<file path="src/rtl/regfile_serial_pkg.sv">
// Shared encodings for the serial register file: rs1 shift views and sequencer states.
package regfile_serial_pkg;

  localparam logic [1:0] MODE_DIRECT = 2'b00;
  localparam logic [1:0] MODE_SLL    = 2'b01;
  localparam logic [1:0] MODE_SRL    = 2'b10;
  localparam logic [1:0] MODE_SRA    = 2'b11;

  typedef enum logic [1:0] {
    IDLE  = 2'd0,
    SHIFT = 2'd1,
    DONE  = 2'd2
  } state_t;

endpackage

</file>
<file path="src/rtl/serial_bit_select.sv">
// Combinational pick of one bit of a shifted view of word at position index.
// Index arithmetic carries one extra bit so out-of-range positions are detected, never wrapped.
module serial_bit_select
  import regfile_serial_pkg::*;
#(
  parameter  int REG_WIDTH = 8,
  localparam int IDX_W     = $clog2(REG_WIDTH)
) (
  input  logic [REG_WIDTH-1:0] word,
  input  logic [IDX_W-1:0]     index,
  input  logic [IDX_W-1:0]     shamt,
  input  logic [1:0]           mode,
  output logic                 sel_bit
);

  logic [IDX_W:0] up;
  logic [IDX_W:0] down;

  assign up   = {1'b0, index} + {1'b0, shamt};
  // A borrow out of the subtraction means index < shamt.
  assign down = {1'b0, index} - {1'b0, shamt};

  always_comb begin
    sel_bit = 1'b0;
    case (mode)
      MODE_DIRECT: sel_bit = word[index];
      MODE_SLL:    sel_bit = down[IDX_W] ? 1'b0 : word[down[IDX_W-1:0]];
      MODE_SRL:    sel_bit = up[IDX_W]   ? 1'b0 : word[up[IDX_W-1:0]];
      MODE_SRA:    sel_bit = up[IDX_W]   ? word[REG_WIDTH-1] : word[up[IDX_W-1:0]];
      default:     sel_bit = 1'b0;
    endcase
  end

endmodule

</file>
<file path="src/rtl/regfile_serial_multi.sv">
// Serial-access register file: two bit-serial read ports, atomic end-of-op write-back,
// parallel port for accumulator/debug. done follows the last serial bit by one cycle.
module regfile_serial_multi
  import regfile_serial_pkg::*;
#(
  parameter  int REG_WIDTH = 8,
  parameter  int REG_COUNT = 8,
  localparam int IDX_W     = $clog2(REG_WIDTH),
  localparam int ADDR_W    = $clog2(REG_COUNT)
) (
  input  logic                 clk,
  input  logic                 rst,
  input  logic                 start,
  input  logic [ADDR_W-1:0]    rs1_addr,
  input  logic [ADDR_W-1:0]    rs2_addr,
  input  logic [ADDR_W-1:0]    rd_addr,
  input  logic [IDX_W-1:0]     shamt,
  input  logic [1:0]           shift_mode,
  input  logic                 wb_en,
  input  logic                 wb_bit,
  output logic                 busy,
  output logic                 done,
  output logic [IDX_W-1:0]     bit_index,
  output logic                 rs1_bit,
  output logic                 rs2_bit,
  input  logic                 par_we,
  input  logic [ADDR_W-1:0]    par_addr,
  input  logic [REG_WIDTH-1:0] par_wdata,
  output logic [REG_WIDTH-1:0] par_rdata
);

  state_t state;
  state_t state_nxt;
  logic   accept;
  logic   last;

  logic [REG_WIDTH-1:0] regs [REG_COUNT];
  logic [REG_WIDTH-1:0] shadow;
  logic [REG_WIDTH-1:0] commit_word;
  logic [ADDR_W-1:0]    rs1_lat;
  logic [ADDR_W-1:0]    rs2_lat;
  logic [ADDR_W-1:0]    rd_lat;
  logic [IDX_W-1:0]     shamt_lat;
  logic [1:0]           mode_lat;
  logic                 wb_en_lat;
  logic                 sel_bit;

  always_ff @(posedge clk or posedge rst) begin
    if (rst) state <= IDLE;
    else     state <= state_nxt;
  end

  always_comb begin
    state_nxt = state;
    accept    = 1'b0;
    last      = 1'b0;
    case (state)
      IDLE: begin
        if (start) begin
          accept    = 1'b1;
          state_nxt = SHIFT;
        end
      end
      SHIFT: begin
        if (bit_index == IDX_W'(REG_WIDTH - 1)) begin
          last      = 1'b1;
          state_nxt = DONE;
        end
      end
      DONE:    state_nxt = IDLE;
      default: state_nxt = IDLE;
    endcase
  end

  assign busy = (state == SHIFT);
  assign done = (state == DONE);

  // The final bit is written to shadow at the same edge as the commit, so splice it in.
  always_comb begin
    commit_word            = shadow;
    commit_word[bit_index] = wb_bit;
  end

  always_ff @(posedge clk or posedge rst) begin
    if (rst) begin
      bit_index <= '0;
      shadow    <= '0;
      rs1_lat   <= '0;
      rs2_lat   <= '0;
      rd_lat    <= '0;
      shamt_lat <= '0;
      mode_lat  <= MODE_DIRECT;
      wb_en_lat <= 1'b0;
      for (int i = 0; i < REG_COUNT; i++) regs[i] <= '0;
    end else begin
      if (accept) begin
        rs1_lat   <= rs1_addr;
        rs2_lat   <= rs2_addr;
        rd_lat    <= rd_addr;
        shamt_lat <= shamt;
        mode_lat  <= shift_mode;
        wb_en_lat <= wb_en;
        bit_index <= '0;
      end
      if (busy) begin
        shadow[bit_index] <= wb_bit;
        bit_index         <= bit_index + IDX_W'(1);
        if (last && wb_en_lat && (rd_lat != '0)) regs[rd_lat] <= commit_word;
      end
      // Register 0 is never written, so it reads 0 forever.
      if (par_we && !busy && (par_addr != '0)) regs[par_addr] <= par_wdata;
    end
  end

  serial_bit_select #(
    .REG_WIDTH(REG_WIDTH)
  ) u_rs1_select (
    .word   (regs[rs1_lat]),
    .index  (bit_index),
    .shamt  (shamt_lat),
    .mode   (mode_lat),
    .sel_bit(sel_bit)
  );

  assign rs1_bit   = busy & sel_bit;
  assign rs2_bit   = busy & regs[rs2_lat][bit_index];
  assign par_rdata = regs[par_addr];

endmodule

</file>
<file path="config.mk">
export PLATFORM = sky130hd
export DESIGN_NAME = regfile_serial_multi
export DESIGN_NICKNAME = d
export VERILOG_FILES = /design/src/rtl/regfile_serial_pkg.sv /design/src/rtl/serial_bit_select.sv /design/src/rtl/regfile_serial_multi.sv
export SDC_FILE = /design/constraint.sdc
export NUM_CORES = 1
export LEC_CHECK = 0
export BUFFER_PORTS_ARGS = -buffer_cell sky130_fd_sc_hd__buf_4
export CAP_MARGIN = 20
export CORE_AREA = 2 2 157 159
export CTS_CLUSTER_DIAMETER = 120
export DETAILED_ROUTE_END_ITERATION = 12
export DIE_AREA = 0 0 159 161
export GPL_ROUTABILITY_DRIVEN = 0
export MAX_ROUTING_LAYER = met4
export PLACE_DENSITY = 0.53
export SYNTH_ARGS = -nofsm -noshare
export SYNTH_HDL_FRONTEND = slang
export SYNTH_SLANG_ARGS = --single-unit
</file>
<file path="constraint.sdc">
create_clock -name clk -period 2.85 [get_ports clk]
set_input_delay 0.285 -clock clk [delete_from_list [all_inputs] [get_ports clk]]
set_output_delay 0.285 -clock clk [all_outputs]
set_load 0.01 [all_outputs]
</file>
==> results of run 1 <==
## per-stage QoR
step | setup slack, ps | instances | setup TNS [ps]
final | -152 | 948 | -208
after floorplan | 173 | 571 | 0
after CTS | -207 | 949 | -269
after global routing | -216 | 948 | -335
after detailed placement | 151 | 929 | 0
after global placement | 163 | 929 | 0
## logic make-up after synthesis
family,Yosys count,share of synthesized area
buffers and inverters,56,0.0401
DFF,92,0.393
xor gates and xnor gates,2,0.00299
muxes,95,0.289
and+or+nand+nor,176,0.126
adders and majority gates,10,0.0239
AOI/OAI and AO/OA,140,0.126
## path summary, 6_finish.rpt
| kind | start | end | slack (ps) | cells after the start |
|---|---|---|---|---|
| setup / recovery | rs2_lat[0] | rs2_bit | -150 | 6 |
| hold reg to reg | regs[58] | regs[58] | 420 | 0 |
| max in group asynchronous | rst | regs[33] | 2140 | 3 |
| hold / removal | rst | shadow[0] | 10 | 2 |
| min in group clk | shamt[1] | shamt_lat[1] | 140 | 3 |
| setup reg to reg | bit_index[1] | regs[33] | 600 | 7 |
## cells in the mapped netlist (4+ instances only)
cell / number
mux2_2: 25
inv_1: 7
clkbuf_1: 34
ha_1: 8
mux4_1: 6
o21ai_0: 93
mux2i_1: 15
mux4_2: 49
a21oi_1: 35
buf_1: 8
nor2_1: 43
nand2_1: 102
nand3_1: 7
nand2b_1: 4
dfrtp_1: 92
## sequential cells by signal, indices dropped and copies added, names as in the netlist
register / cells
wb_en_lat: 1
mode_lat: 2
regs: 64
state: 2
shamt_lat: 3
bit_index: 3
shadow: 8
rs1_lat: 3
rd_lat: 3
rs2_lat: 3
## report_power, final
| group | switching, mW | total (mW) | internal (mW) |
|---|---|---|---|
| Combinational | 1.88 | 4.23 | 2.35 |
| Clock | 0.529 | 1.25 | 0.726 |
| Sequential | 0.699 | 2.58 | 1.88 |
## cell type report
| type | count | area, um^2 | area share |
|---|---|---|---|
| sequential | 92 | 2310 | 0.325 |
| timing repair buffer | 85 | 708 | 0.0998 |
| inverter | 8 | 32.5 | 0.00458 |
| tap | 324 | 405 | 0.0571 |
| clock inverter | 4 | 47.5 | 0.00670 |
| clock buffer | 12 | 256 | 0.0361 |
| multi-input combinational | 423 | 3340 | 0.470 |
## worst max-delay path, delay by kind of cell, from the launching register on
kind	cells	cell delay [ps]
muxes	3	1490
DFF	1	430
buffers and inverters	2	270
and+or+nand+nor	1	180
## repair_timing
| action | CTS | global route |
|---|---|---|
| gates cloned | 2 | 1 |
| resized for setup | 10 | 14 |
| endpoints found under the setup margin | 2 | 2 |
| pin swaps | 1 | 2 |
| setup buffers | 2 | 0 |
## metal layers
metal	GRT usage	share of wire
met5	-	0
met4	0.0227	0.0056
met1	0.208	0.47
met2	0.205	0.45
met3	0.0352	0.075
==> results by group, run 1 <==
Outcome
  • Status: finished, violations left
  • Failing checks: negative setup slack

Timing
  • Final setup viols: 2
  • RSZ-0062 raised after global routing: true
  • Period utilization: 1.05
  • Slew margin rel.: 0.435
  • Clock Skews: 5.10 ps
  • Final hold slack: 12.0 ps
  • Fmax: 333 MHz
  • Pins Over Slew Limit: 0
  • Final hold viol count: 0
  • Worst Tran Pin Value: 823 ps
  • Final min period: 3000 ps
  • Final setup margin: -152 ps

Power and ir drop
  • P per Cell Area: 1140 nW/um^2
  • Leak: 2.82 nW
  • Overall power: 8.06 mW
  • Worst vdd ir: 0.000391 V

Global routing
  • First-pass GRT wire length: 27600 um
  • Vias in the first global route: 4468
  • Largest net degree at the start of global routing: 50
  • GRT Overall Usage: 0.143
  • Grt ovf: 0
  • Initial antenna violation count: 0

Synthesis
  • Cell variety after synth: 38
  • Cell taking the most area after synthesis: dfrtp_1
  • Synth Instances: 571
  • Post-synth EDFFs: 0
  • Asr flop ratio synth: 1.00
  • Main flop type after synthesis: dfrtp_1
  • Synth top area share: 0.393
  • Synth Area per Inst: 10.3 um^2
  • Mapped Area: 5860 um^2
  • Top post-synthesis cells by area: dfrtp_1 (39%), mux4_2 (19%), o21ai_0 (7.9%)
  • Mapped Nets: 612
  • Register area share after synthesis: 0.393
  • Synthesis-stage register bit count: 92
  • Syn. warnings: 0

Critical path
  • CP max FO: 4
  • Critical Path RT: 2570 ps
  • Max stage delay on crit path: 510 ps
  • Startpoint types: register
  • CP endpoint kind: primary output
  • Most common cell on crit path: mux4_2
  • Crit path kind: reg2out
  • Crit-path slowest cell: mux4_2
  • Critical path, cell by cell: buf_6, mux4_2, mux4_2, mux4_2, and2_4, buf_6
  • Critical Path AT: 2720 ps

Clock network
  • CTS Sinks: 92
  • Cts bufs inserted: 9
  • Clk buf depth: 2
  • Reg clk slew, reported paths: 70 ps
  • CTS tree: done
  • Cts hold-fix bufs: 0
  • Clock H-tree levels: 3
  • Clock root buffer: clkbuf_16
  • Clk_lat worst skew: 350 ps

Final layout
  • Non-Filler Cell Area, Final: 7100 um^2
  • Most frequent cells in the layout: nand2_1 (102), o21ai_0 (93), dfrtp_1 (88)
  • Layout Nets: 660
  • # fillers: 2504
  • Final Util: 0.296
  • Most common cell after layout, fill and taps aside: nand2_1
  • Number of diodes: 0
  • Ratio of cells with drive above 1 in the final layout: 0.308
  • P&R area growth vs syn: 21.0%

Placed design
  • PortBufs: 45
  • Hpwl dp: 12800 um
  • Area after DPL: 6730 um^2

Floorplanning
  • Die area: 25600 um^2
  • Rows: 57
  • Starting Density: 0.245
  • Die X: 159 um
  • Die span in y: 161 um
  • IO Pins: 46
  • Core area: 24000 um^2

Detailed routing
  • Post-route ant nets: 0
  • Mean number of vias per cell: 4.84
  • 1st-iter DRT viols: 384
  • Drt wl/cell: 18.2 um
  • Routed wire length: 17200 um
  • Via Count: 4592
  • Drt first pass iters: 5
  • DRC: 0

Job
  • Maxcap violations: 0

Min path
  • Hold WC Path Type: in2async
Note: power is estimated with default switching activity, not from simulation.
==> run 2, diff against run 1 <==
Clock period 2.85 ns to 2.45 ns, I/O delays scaled along.
==> results by group, run 2 (synthesis gave the netlist of run 1 again) <==
Timing
  • Final setup margin: -502 ps (was -152 ps)
  • Slew margin rel.: 0.639 (was 0.435)
  • Final min period: 2950 ps
  • Clock Skews: 5.63 ps (was 5.10 ps)
  • Final setup viols: 2 (unchanged)
  • Worst Tran Pin Value: 541 ps (was 823 ps)
  • Final hold viol count: 0 (unchanged)
  • RSZ-0062 raised after global routing: true (unchanged)
  • Fmax: 339 MHz
  • Pins Over Slew Limit: 0 (unchanged)
  • Period utilization: 1.20
  • Final hold slack: 39.4 ps (was 12.0 ps)

Floorplanning
  • Rows: 57 (unchanged)
  • Die X: 159 um (unchanged)
  • Core area: 24000 um^2 (unchanged)
  • Die span in y: 161 um (unchanged)
  • Starting Density: 0.245 (unchanged)
  • Die area: 25600 um^2 (unchanged)
  • IO Pins: 46 (unchanged)

Final layout
  • Layout Nets: 698 (was 660)
  • Most common cell after layout, fill and taps aside: buf_4 (was nand2_1)
  • Number of diodes: 0 (unchanged)
  • P&R area growth vs syn: 25.7% (was 21.0%)
  • Most frequent cells in the layout: buf_4 (117), nand2_1 (102), o21ai_0 (93) (was nand2_1 (102), o21ai_0 (93), dfrtp_1 (88))
  • Largest Register: regs (unchanged)
  • Regs by FF count: regs: 64 flops, shadow: 8 flops (unchanged)
  • Ratio of cells with drive above 1 in the final layout: 0.340 (was 0.308)
  • Max FFs per register: 64 (unchanged)

Placed design
  • PortBufs: 45 (unchanged)
  • Hpwl dp: 13200 um (was 12800 um)
  • Pre-CTS WS: -173 ps (was 151 ps)

Detailed routing
  • Via Count: 4624 (was 4592)
  • Drt wl/cell: 17.6 um (was 18.2 um)
  • DRC: 0 (unchanged)
  • Drt first pass iters: 5 (unchanged)
  • Routed wire length: 17300 um (was 17200 um)
  • Mean number of vias per cell: 4.69 (was 4.84)
  • 1st-iter DRT viols: 450 (was 384)
  • Post-route ant nets: 0 (unchanged)

Clock network
  • Cts bufs inserted: 9 (unchanged)
  • CTS tree: done (unchanged)
  • Reg clk slew, reported paths: 70 ps (about the same)
  • Cts hold-fix bufs: 0 (unchanged)
  • Clock root buffer: clkbuf_16 (unchanged)
  • CTS Sinks: 92 (unchanged)
  • Clock H-tree levels: 3 (unchanged)
  • Clk buf depth: 2 (unchanged)
  • Clk_lat worst skew: 350 ps (about the same)

Global routing
  • Vias in the first global route: 4541 (was 4468)
  • Largest net degree at the start of global routing: 93 (was 50)
  • First-pass GRT wire length: 27900 um (was 27600 um)
  • Initial antenna violation count: 0 (unchanged)
  • GRT Overall Usage: 0.146 (was 0.143)
  • Grt ovf: 0 (unchanged)

Critical path
  • CP max FO: 5 (was 4)
  • Reg2Reg Setup Slack: 310 ps (was 600 ps)
  • Crit path kind: reg2out (unchanged)
  • CP endpoint kind: primary output (unchanged)
  • Critical Path AT: 2710 ps (was 2720 ps)
  • Startpoint types: register (unchanged)
  • Reg2reg start: bit_index[0] (was bit_index[1])
  • Critical Path RT: 2200 ps (was 2570 ps)
  • Reg2Reg Depth: 9 (was 7)
  • R2r endpoint: regs[26] (was regs[33])

Outcome
  • Failing checks: negative setup slack (unchanged)
  • Status: finished, violations left (unchanged)

Power and ir drop
  • Leak: 3.00 nW (was 2.82 nW)
  • Overall power: 9.69 mW (was 8.06 mW)
  • Worst vdd ir: 0.000479 V (was 0.000391 V)
  • P per Cell Area: 1310 nW/um^2 (was 1140 nW/um^2)

Min path
  • Hold WC Path Type: in2async (unchanged)

Job
  • Maxcap violations: 0 (unchanged)
-- run 2: changes by cell type in the layout (fill, tap and decap cells not counted), sizes merged --
cell and change:
inv -1, clkinvlp +2, bufinv +1, clkbuf -3, buf +39
-- run 2: how the worst max path moves through the flow --
| stage | from | endpoint | slack, ps | cells past startpoint |
|---|---|---|---|---|
| CTS | rs2_lat[0] | rs2_bit | -540 | 7 |
| detailed placement | rs2_lat[0] | rs2_bit | -170 | 6 |
| floorplan | bit_index[0] | rs1_bit | 0.7 | 8 |
| global route | rs2_lat[0] | rs2_bit | -570 | 6 |
| finish | rs2_lat[0] | rs2_bit | -500 | 6 |
| global placement | rs2_lat[0] | rs2_bit | -180 | 6 |
-- run 2: repair_timing --
item	CTS	global route
pin swaps	1	1
endpoints found under the setup margin	2	6
setup buffers	3	0
resized for setup	8	4
gates cloned	2	0
-- run 2: stage by stage --
step,util,cells,TNS [ps],area [um^2]
2_1_floorplan,-,571,0,5870
3_3_place_gp,0.292,967,-220,7000
3_5_place_dp,0.292,967,-225,7000
4_1_cts,0.310,988,-939,7420
5_1_grt,0.308,986,-1070,7370
6_report,0.308,986,-881,7370
-- run 2: metal layers --
layer | up-vias | track usage | part of all wire
li1 | 2230 | - | -
met1 | 2224 | 0.214 | 0.49
met2 | 156 | 0.206 | 0.43
met3 | 14 | 0.0239 | 0.064
met4 | 0 | 0.0434 | 0.016
met5 | - | - | 0
-- run 2: where the power goes --
group          switching [mW]  internal, mW  leakage (nW)
clock network           0.616         0.895         0.149
registers               0.715          2.18          1.16
logic                    2.30          2.98          1.69
total                    3.63          6.06          3.00
-- run 2: cell type report --
| class | instances | area (um^2) |
|---|---|---|
| inverter | 8 | 33.8 |
| timing repair buffer | 123 | 976 |
| clock inverter | 6 | 88.8 |
| tap | 324 | 405 |
| multi-input combinational | 423 | 3330 |
| sequential | 92 | 2300 |
| clock buffer | 10 | 229 |
| fill | 2484 | 16600 |
-- run 2: worst max-delay path, cell delays in order (launching register included) --
cell and delay [ps]:
dfrtp_2 430, buf_12 140, mux4_2 500, mux4_2 480, mux4_2 510, and2_4 180
buf_6 110
